`src/rtl/gate_lane_arbiter.sv`:
```
// Two-lane barrier gate controller: round-robin lane grant, PIN check,
// timed opening, lockout after repeated wrong codes, tailgate detection.
module gate_lane_arbiter #(
    parameter logic [7:0]  PIN          = 8'b00100110,
    parameter int unsigned MAX_TRIES    = 3,
    parameter int unsigned OPEN_TIMEOUT = 100
) (
    input  logic       clk,
    input  logic       reset,
    input  logic [1:0] sensorA,
    input  logic       sensorB,
    input  logic [7:0] pass0,
    input  logic [7:0] pass1,
    input  logic [1:0] passValid,
    output logic [1:0] grant,
    output logic       gateState,
    output logic       wrongPinAlarm,
    output logic       blockAlarm
);

    localparam int unsigned TRIES_W = $clog2(MAX_TRIES + 1);
    localparam int unsigned TIMER_W = $clog2(OPEN_TIMEOUT);
    localparam logic [TRIES_W-1:0] TRIES_LAST = TRIES_W'(MAX_TRIES - 1);
    localparam logic [TIMER_W-1:0] TIMER_LAST = TIMER_W'(OPEN_TIMEOUT - 1);

    typedef enum logic [1:0] {IDLE, WAIT_PIN, OPEN, BLOCKED} state_t;

    state_t             state, stateNext;
    logic [1:0]         grantNext;
    logic               ptr, ptrNext;
    logic [TRIES_W-1:0] tries, triesNext;
    logic [TIMER_W-1:0] timer, timerNext;
    logic               gateNext, wrongNext, blockNext;
    logic               pick;

    // Only the granted lane is observed; grant is 00 outside ownership, so lane 0 is a harmless default.
    logic       lane;
    logic       laneSensor;
    logic       laneStrobe;
    logic [7:0] laneCode;
    logic       pinOk;

    assign lane       = grant[1];
    assign laneSensor = sensorA[lane];
    assign laneStrobe = passValid[lane];
    assign laneCode   = lane ? pass1 : pass0;
    assign pinOk      = (laneCode == PIN);

    always_ff @(posedge clk or posedge reset) begin
        if (reset) begin
            state         <= IDLE;
            grant         <= '0;
            ptr           <= 1'b0;
            tries         <= '0;
            timer         <= '0;
            gateState     <= 1'b0;
            wrongPinAlarm <= 1'b0;
            blockAlarm    <= 1'b0;
        end else begin
            state         <= stateNext;
            grant         <= grantNext;
            ptr           <= ptrNext;
            tries         <= triesNext;
            timer         <= timerNext;
            gateState     <= gateNext;
            wrongPinAlarm <= wrongNext;
            blockAlarm    <= blockNext;
        end
    end

    always_comb begin
        stateNext = state;
        grantNext = grant;
        ptrNext   = ptr;
        triesNext = tries;
        timerNext = timer;
        gateNext  = gateState;
        wrongNext = wrongPinAlarm;
        blockNext = blockAlarm;
        pick      = 1'b0;

        case (state)
            IDLE: begin
                if (sensorA != 2'b00) begin
                    pick      = (sensorA == 2'b11) ? ptr : sensorA[1];
                    grantNext = pick ? 2'b10 : 2'b01;
                    ptrNext   = ~pick;
                    stateNext = WAIT_PIN;
                end
            end
            WAIT_PIN: begin
                if (laneStrobe) begin
                    if (pinOk) begin
                        stateNext = OPEN;
                        triesNext = '0;
                        wrongNext = 1'b0;
                        gateNext  = 1'b1;
                        timerNext = '0;
                    end else begin
                        wrongNext = 1'b1;
                        triesNext = tries + 1'b1;
                        if (tries == TRIES_LAST) begin
                            stateNext = BLOCKED;
                            blockNext = 1'b1;
                        end
                    end
                end else if (!laneSensor) begin
                    stateNext = IDLE;
                    grantNext = '0;
                    triesNext = '0;
                    wrongNext = 1'b0;
                end
            end
            OPEN: begin
                if (sensorB) begin
                    gateNext = 1'b0;
                    if (laneSensor) begin
                        stateNext = BLOCKED;
                        blockNext = 1'b1;
                    end else begin
                        stateNext = IDLE;
                        grantNext = '0;
                    end
                end else if (timer == TIMER_LAST) begin
                    stateNext = IDLE;
                    grantNext = '0;
                    gateNext  = 1'b0;
                end else begin
                    timerNext = timer + 1'b1;
                end
            end
            BLOCKED: begin
                if (laneStrobe && pinOk) begin
                    stateNext = IDLE;
                    grantNext = '0;
                    blockNext = 1'b0;
                    wrongNext = 1'b0;
                    triesNext = '0;
                end
            end
            default: stateNext = IDLE;
        endcase
    end

endmodule

```
`config.mk`:
```
export PLATFORM = sky130hd
export DESIGN_NAME = gate_lane_arbiter
export DESIGN_NICKNAME = d
export VERILOG_FILES = /design/src/rtl/gate_lane_arbiter.sv
export SDC_FILE = /design/constraint.sdc
export NUM_CORES = 1
export LEC_CHECK = 0
export ABC_AREA = 1
export CORE_UTILIZATION = 49
export DETAILED_ROUTE_END_ITERATION = 12
export PLACE_DENSITY = 0.82
export SYNTH_ARGS = -nofsm -noshare
export SYNTH_HDL_FRONTEND = slang
export SYNTH_SLANG_ARGS = --single-unit
```
`constraint.sdc`:
```
create_clock -name clk -period 2 [get_ports clk]
set_input_delay 0.4 -clock clk [delete_from_list [all_inputs] [get_ports clk]]
set_output_delay 0.4 -clock clk [all_outputs]
set_load 0.02 [all_outputs]
```
-- Yosys cells after proc, flatten, opt, wreduce, memory -nomap -nowiden
Index checks and enable logic that the tools add are counted.
- add/sub/neg operators: 2
- magnitude comparators: 1
- equal/unequal tests: 21
- multiplexer cells: 46
- bitwise operators: 1
- reductions and logical operators: 13
- operator list (kind ; count):
    2-bit two-way mux ; 16
    7-bit two-way mux ; 4
    2-bit inequality test, second input constant ; 11
    1-bit two-way mux ; 18
    2-bit one-hot mux with 4 select lines ; 2
    7-bit one-hot mux with 2 select lines ; 1
    5-bit AND reduction ; 2
    2-bit equality test, second input constant ; 4
    8-bit by 6-bit equality test with 1-bit output, second input constant ; 1
    8-bit two-way mux ; 1
    4-bit AND reduction ; 2
    7-bit by 1-bit adder with 7-bit output, second input constant ; 1
    7-bit equality test, second input constant ; 1
    7-bit AND reduction ; 1
    3-bit inequality test, second input constant ; 2
    2-bit nonzero test ; 3
    4-bit inequality test, second input constant ; 1
    1-bit one-hot mux with 2 select lines ; 2
    2-bit one-hot mux with 2 select lines ; 1
    1-bit one-hot mux with 3 select lines ; 1
    3-bit AND reduction ; 1
    3-bit nonzero test ; 1
    2-bit by 1-bit adder with 2-bit output, second input constant ; 1
    2-bit by 1-bit equality test with 1-bit output, second input constant ; 1
    other kinds (5) ; 5
- bits in registers: 17
- input port bits: 23

-- Longest topological paths before layout
Gate-level depths: netlist (run 1).
- depth after elaboration: 5
- depth in mapped cells: 13
- depth with buffers taken out: 12

-- Worst setup path before layout (run 1)
No wires, ideal clock.
- path type: reg2reg
- from: register grant[1]
- to: register timer[5]
- library setup time: 0.119 ns
- arrival time: 1.324 ns
- data required time: 1.881 ns
- setup slack: 0.557 ns
- cell stages (with the launch flop): 11
- path buffers: 1
- period minus slack after synthesis: 1.443 ns
- path through: dfrtp_1 -> buf_6 -> inv_2 -> nand2_2 -> nand2_4 -> inv_2 -> nor2_4 -> nand3_4 -> nand2_4 -> o21ai_1 -> o21a_1
- cells in the longest elaborated chain, start to end: 4
- RTL lines (item ; line ; source):
    from (decl) ; 15 ; output logic [1:0] grant,
    from (signal assigned) ; 61 ; grant <= grantNext;
    8-bit two-way mux or 1-bit two-way mux (tied branches) ; 46, 45 ;
    8-bit by 6-bit equality test with 1-bit output or 1-bit two-way mux (tied branches) ; 47, 45 ;
    2-bit inequality test (no line) ; n/a ;
    5-bit AND reduction (no line) (*) ; n/a ;
    to (signal assigned) ; 64 ; timer <= timerNext;
    to (decl) ; 32 ; logic [TIMER_W-1:0] timer, timerNext;
Mark *: on every way between the ends. The rest lies on a longest branch, timed or not. The select of a mux whose other input is x is not followed.
A chain may end at the register's enable or synchronous reset.

-- Worst setup path in the final report (run 1)
- from: register grant[1]
- to: output grant[1]
No word-level cell between the ends.

==> summary.txt, run 1 <==
Final layout
  – Fraction of layout cells with a size suffix above 1: 17.4%
  – Antenna diodes: 0
  – Area Growth Syn to Fin: 27.0%
  – Fin nets: 221
  – Core Util, Final: 68.0%

Route
  – ANT nets after route: 0
  – Wire per inst: between 10 and 15 um
  – Via count: 1162
  – Vias/cell: ~5.2
  – Post-route DRC violation count: 0
  – DR pass1 iterations: 4
  – Routed WL: 2.59 mm
  – Initial DRC Count: 29

Min path
  – Hold/Removal Path Class: primary input to asynchronous set/reset pin

Logic synthesis
  – Synth Area per Inst: 7.43 um^2
  – Sequential area share after synthesis: 34.9%
  – Netlist cell types: 27
  – Synthesized area: 1220 um^2
  – Yosys reg bits: 17
  – Yosys Warn Count: 0
  – Synthesized Nets: 189
  – Post-synthesis cell count: 164

Setup path
  – CP Capture Type: output port
  – Worst R2R End: state[0]
  – CP required: around 1600 ps
  – Flop2flop setup slack: 380 ps
  – CP max-delay cell: clkdlybuf4s50_1
  – Worst path buffer plus inverter count: 1
  – CP delay by family, top: buffers and inverters
  – CP Launch Point: grant[1]
  – Critical path arrival: 1460 ps
  – Critical path, cell by cell: clkdlybuf4s50_1
  – CP Launch Type: register
  – CP Class: register to output port
  – CP Max Fanout: 9
  – CP peak stage delay: roughly 660 ps
  – Levels on crit path: 1
  – Worst r2r path cells: 12
  – Worst r2r src: timer[0]

Die
  – Floorplan row count: 17
  – Die height: 51.9 um
  – Core region area: 2280 um^2
  – Die W: roughly 52 um
  – Die area: 2690 um^2
  – Total I/O pin count: 28
  – Initial Util: a little over half

Timing
  – Endpoints failing hold: 0
  – RSZ-0062 raised after global routing: false
  – Tcrit/Tclk final: 93.1%
  – Max Slew Vio Count: 0
  – Minimum clock period: 1860 ps
  – Relative max-transition margin: 56.9%
  – Setup violators final: 0
  – Fmax: around 0.54 GHz
  – Worst Tran Pin Value: roughly 650 ps
  – Setup TNS: 0 ps
  – Layout Skew: 4.59 ps

Clock tree
  – Num CTS Buffers: 3
  – H-Tree Depth: 1
  – CTS root buf: clkbuf_4
  – Clock sink total: 17
  – Post-CTS Setup Bufs: 0
  – Worst skew pair latency: 280 ps
  – TritonCTS clock tree: built
  – Hold_buf cts: 0
  – Quantity of gates resized following cts: 0
  – Clk pin slew, worst setup/hold paths: about 100 ps
  – Clock Tree Buf Depth: 2

GRT
  – First-pass GRT wire length: 4.90 mm
  – M3 GR Usage: roughly 5.6%
  – Grt ovf: 0
  – Most crowded layer after global routing: met2
  – GRT Resource Usage Total: 24.2%
  – Initial antenna violation count: 0
  – GR Layer Usage met2: between 40% and 50%
  – Vias in the first global route: roughly 1200
  – Grt met1 use: between 20% and 30%
  – Pin count of the biggest net entering global routing: 18

Status
  – Run status: completed

Power
  – VDD IR-drop max: 0.000913 V
  – PwrDens: 1070 nW/um^2
  – Total Power: 1660 uW
  – Lkg Pwr: 0.000719 uW

Placed design
  – DP HPWL: 2.14 mm
  – Final RePlAce weighted congestion: 0.908
  – IO buf count: 27

Flow run
  – Max-cap viol count: 0
## kinds of logic after synthesis
logic type / after synthesis / share of synthesized area [%]
simple gates: 86 / 39.3
buf+inv: 30 / 9.86
compound gates: 27 / 12.3
flops: 17 / 34.9
fa+ha+maj: 2 / 2.05
xor+xnor: 1 / 0.719
mux: 1 / 0.821
## placed cells by master, fill, tap and decap left out, drive strengths merged
cell	instances
buf	1
dfrtp	17
mux2i	1
o21ai	13
o221ai	1
clkinv	1
nor3	2
nor2	19
clkbuf	3
clkdlybuf4s50	27
inv	29
or2	1
nand4	4
o31ai	1
o21a	3
o22ai	1
ha	2
xor2	1
a21oi	8
nand3	19
nand2	41
## per-layer routing
metal  up-vias  share of wire (%)
met2        39                 50
met5         -                  0
met4         0               0.54
li1        594                  -
met1       527                 44
met3         2                5.6
## layout make-up
cell class                 instances  area (um^2)
clock inverter                     1         5.00
multi-input combinational        117          673
clock buffer                       3         22.5
inverter                          29          109
sequential                        17          425
tap                               28         35.0
timing repair buffer              28          278
fill                             189          728
## through the flow
step | worst slack (ps) | cells | hold WS [ps] | instance area, um^2
4_1_cts | 124 | 223 | 496 | 1550
3_5_place_dp | 166 | 219 | 480 | 1520
6_report | 137 | 223 | 489 | 1550
5_1_grt | 51.1 | 223 | 535 | 1550
2_1_floorplan | 557 | 164 | 326 | 1220
3_3_place_gp | 204 | 219 | 472 | 1520
## report_power, final
part / total [uW] / leakage (uW) / internal [uW] / switching, uW
sequential: 599 / 0.000216 / 468 / 132
combinational: 878 / 0.000485 / 361 / 517
clock: 182 / 0.0000177 / 74.2 / 108
total: 1660 / 0.000719 / 903 / 757
## registers in the layout, indices dropped and copies added, names as in the netlist
name           cells
blockAlarm         1
gateState          1
grant              2
ptr                1
state              2
timer              7
tries              2
wrongPinAlarm      1
## cells in the mapped netlist
master    count  area (um^2)
nand2_1      31          116
o22ai_1       1         6.26
nand4_1       4         25.0
nor2_4        2         22.5
o21ai_1       8         40.0
o31ai_1       1         7.51
inv_1        21         78.8
nand3_4       3         52.6
nand3_2       1         10.0
inv_2         8         30.0
nand2_4       4         45.0
mux2i_1       1         10.0
nor2_2        4         25.0
buf_6         1         11.3
o21ai_0       5         25.0
o21a_1        3         22.5
or2_0         1         6.26
nand2_2       6         37.5
nand3_1      15         75.1
nor3_1        1         5.00
nor3_2        1         10.0
ha_1          2         25.0
xor2_1        1         8.76
nor2_1       13         48.8
a21oi_1       8         40.0
o221ai_1      1         8.76
dfrtp_1      17          425
## how the worst max path moves through the flow
stage	endpoint	slack, ps
finish	grant[1]	140
global route	grant[1]	50
detailed placement	state[0]	170
CTS	grant[1]	120
global placement	state[0]	200
floorplan	timer[5]	560
Note: power is estimated with default switching activity, not from simulation.
==> run 2, diff against run 1 <==
- CTS_CLUSTER_SIZE: not set -> 12
==> results of run 2 <==
The final DEF is identical to that of run 1; final timing and power are the same.
==> run 3, diff against run 2 <==
- PLACE_DENSITY: 0.82 -> 0.75
==> run 3 against run 2 <==
Compared with the run above:
- sequential share of layout area unchanged
- cell count unchanged
- highest routed layer unchanged
- clock power is essentially flat
- critical path depth did not move
- register-to-register slack is essentially flat
- count of clock-buffer cells in the layout did not move
- sequential power up 1%
- first-iteration DRC count down 6.9%
- worst setup slack worse by 26 ps
- largest cell class unchanged
==> summary.txt, run 3 (synthesis gave the netlist of run 1 again) <==
Final layout
  – Design Area, Final: 1550 um^2 (unchanged)
  – Max reg flops: 7 (unchanged)
  – Fraction of layout cells with a size suffix above 1: 17.4% (unchanged)
  – Most common cell after layout, fill and taps aside: nand2_1
  – Area Growth Syn to Fin: 27.0% (unchanged)
  – Antenna diodes: 0 (unchanged)
  – Core Util, Final: 68.0% (unchanged)
  – Biggest register: timer
  – Most frequent cells in the layout: nand2_1, clkdlybuf4s50_1, inv_1
  – Fin nets: 221 (unchanged)

Route
  – DR pass1 iterations: 4 (unchanged)
  – Initial DRC Count: 27 (-6.9%)
  – Vias/cell: 5.30 (+1.6%)
  – Routed WL: 2.69 mm (+3.8%)
  – Post-route DRC violation count: 0 (unchanged)
  – ANT nets after route: 0 (unchanged)
  – Via count: 1181 (+1.6%)
  – Wire per inst: 12.0 um (+3.8%)

Timing
  – Minimum clock period: 1890 ps (+25.8 ps)
  – Endpoints failing hold: 0 (unchanged)
  – Setup TNS: 0 ps (unchanged)
  – Worst Tran Pin Value: 660 ps (+15.2 ps)
  – Max Slew Vio Count: 0 (unchanged)
  – RSZ-0062 raised after global routing: false
  – Layout Skew: 3.75 ps (-0.844 ps)
  – Relative max-transition margin: 55.9% (-1.0 points)
  – Setup ws final: 111 ps (-25.8 ps)
  – Fmax: 0.530 GHz (-1.4%)
  – Setup violators final: 0 (unchanged)
  – Tcrit/Tclk final: 94.4% (+1.3 points)

Setup path
  – CP Max Fanout: 9 (unchanged)
  – CP delay by family, top: buffers and inverters
  – CP required: 1600 ps (about the same)
  – Worst path buffer plus inverter count: 1 (unchanged)
  – CP Launch Type: register
  – CP max-delay cell: clkdlybuf4s50_1
  – CP Capture Type: output port
  – CP Class: register to output port
  – CP peak stage delay: 670 ps (about the same)
  – Critical path, cell by cell: clkdlybuf4s50_1
  – Critical path arrival: 1490 ps (+30 ps)

Placed design
  – IO buf count: 27 (unchanged)
  – Place WS: 84.5 ps (-81.9 ps)
  – DP HPWL: 2.20 mm (+2.7%)
  – DP Area: 1520 um^2 (unchanged)
  – Final RePlAce weighted congestion: 0.900 (-0.90%)

Die
  – Total I/O pin count: 28 (unchanged)
  – Die area: 2690 um^2 (unchanged)
  – Floorplan row count: 17 (unchanged)
  – Initial Util: 53.5% (unchanged)
  – Die W: 51.9 um (unchanged)
  – Core region area: 2280 um^2 (unchanged)
  – Die height: 51.9 um (unchanged)

Flow run
  – Max-cap viol count: 0 (unchanged)

Clock tree
  – Num CTS Buffers: 3 (unchanged)
  – Post-CTS Setup Bufs: 0 (unchanged)
  – CTS root buf: clkbuf_4
  – H-Tree Depth: 1 (unchanged)
  – TritonCTS clock tree: built
  – Quantity of gates resized following cts: 0 (unchanged)
  – Hold_buf cts: 0 (unchanged)
  – Clk pin slew, worst setup/hold paths: 100 ps (about the same)
  – Clock Tree Buf Depth: 2 (unchanged)
  – Worst skew pair latency: 280 ps (about the same)
  – Clock sink total: 17 (unchanged)

Power
  – VDD IR-drop max: 0.000745 V (-18%)
  – Total Power: 1680 uW (+0.98%)
  – PwrDens: 1080 nW/um^2 (+0.98%)
  – Lkg Pwr: 0.000719 uW (about the same)

GRT
  – GRT Resource Usage Total: 22.3% (-1.9 points)
  – First-pass GRT wire length: 4.47 mm (-8.7%)
  – Pin count of the biggest net entering global routing: 18 (unchanged)
  – Grt ovf: 0 (unchanged)
  – Initial antenna violation count: 0 (unchanged)
  – Vias in the first global route: 1111 (-8.6%)

Min path
  – Hold/Removal Path Class: primary input to asynchronous set/reset pin

Status
  – Run status: completed
## run 3: metal layers
metal	global-route usage (%)	up-vias	share of wire (%)
li1	-	599	-
met1	26.5	529	45
met2	39.7	49	46
met3	4.97	4	7.1
met4	5.86	0	1.2
met5	0	-	0
## run 3: final timing paths
kind / endpoint / slack [ps] / cells past startpoint / from
min in group clk: ptr / 510 / 1 / ptr
setup / recovery: grant[1] / 110 / 1 / grant[1]
hold / removal: wrongPinAlarm / 500 / 2 / reset
hold reg to reg: ptr / 510 / 1 / ptr
max in group asynchronous: timer[2] / 1080 / 2 / reset
setup reg to reg: state[1] / 390 / 11 / timer[0]
## run 3: power by group
| part | switching [uW] | internal [uW] | total [uW] |
|---|---|---|---|
| Combinational | 527 | 359 | 886 |
| Sequential | 139 | 468 | 607 |
| Clock | 110 | 74.1 | 184 |
| Total | 776 | 901 | 1680 |
## run 3: cell type report
| cell class | instances | area [um^2] |
|---|---|---|
| inverters | 29 | 109 |
| flip-flops and latches | 17 | 425 |
| well taps | 28 | 35.0 |
| clock inverters | 1 | 5.00 |
| multi-input cells | 117 | 673 |
| clock buffers | 3 | 22.5 |
| fillers | 203 | 728 |
| repair buffers | 28 | 278 |
## run 3: metrics by stage
step           hold WS [ps]  instances
4_1_cts                 501        223
3_5_place_dp            488        219
6_report                496        223
2_1_floorplan           326        164
3_3_place_gp            477        219
5_1_grt                 541        223
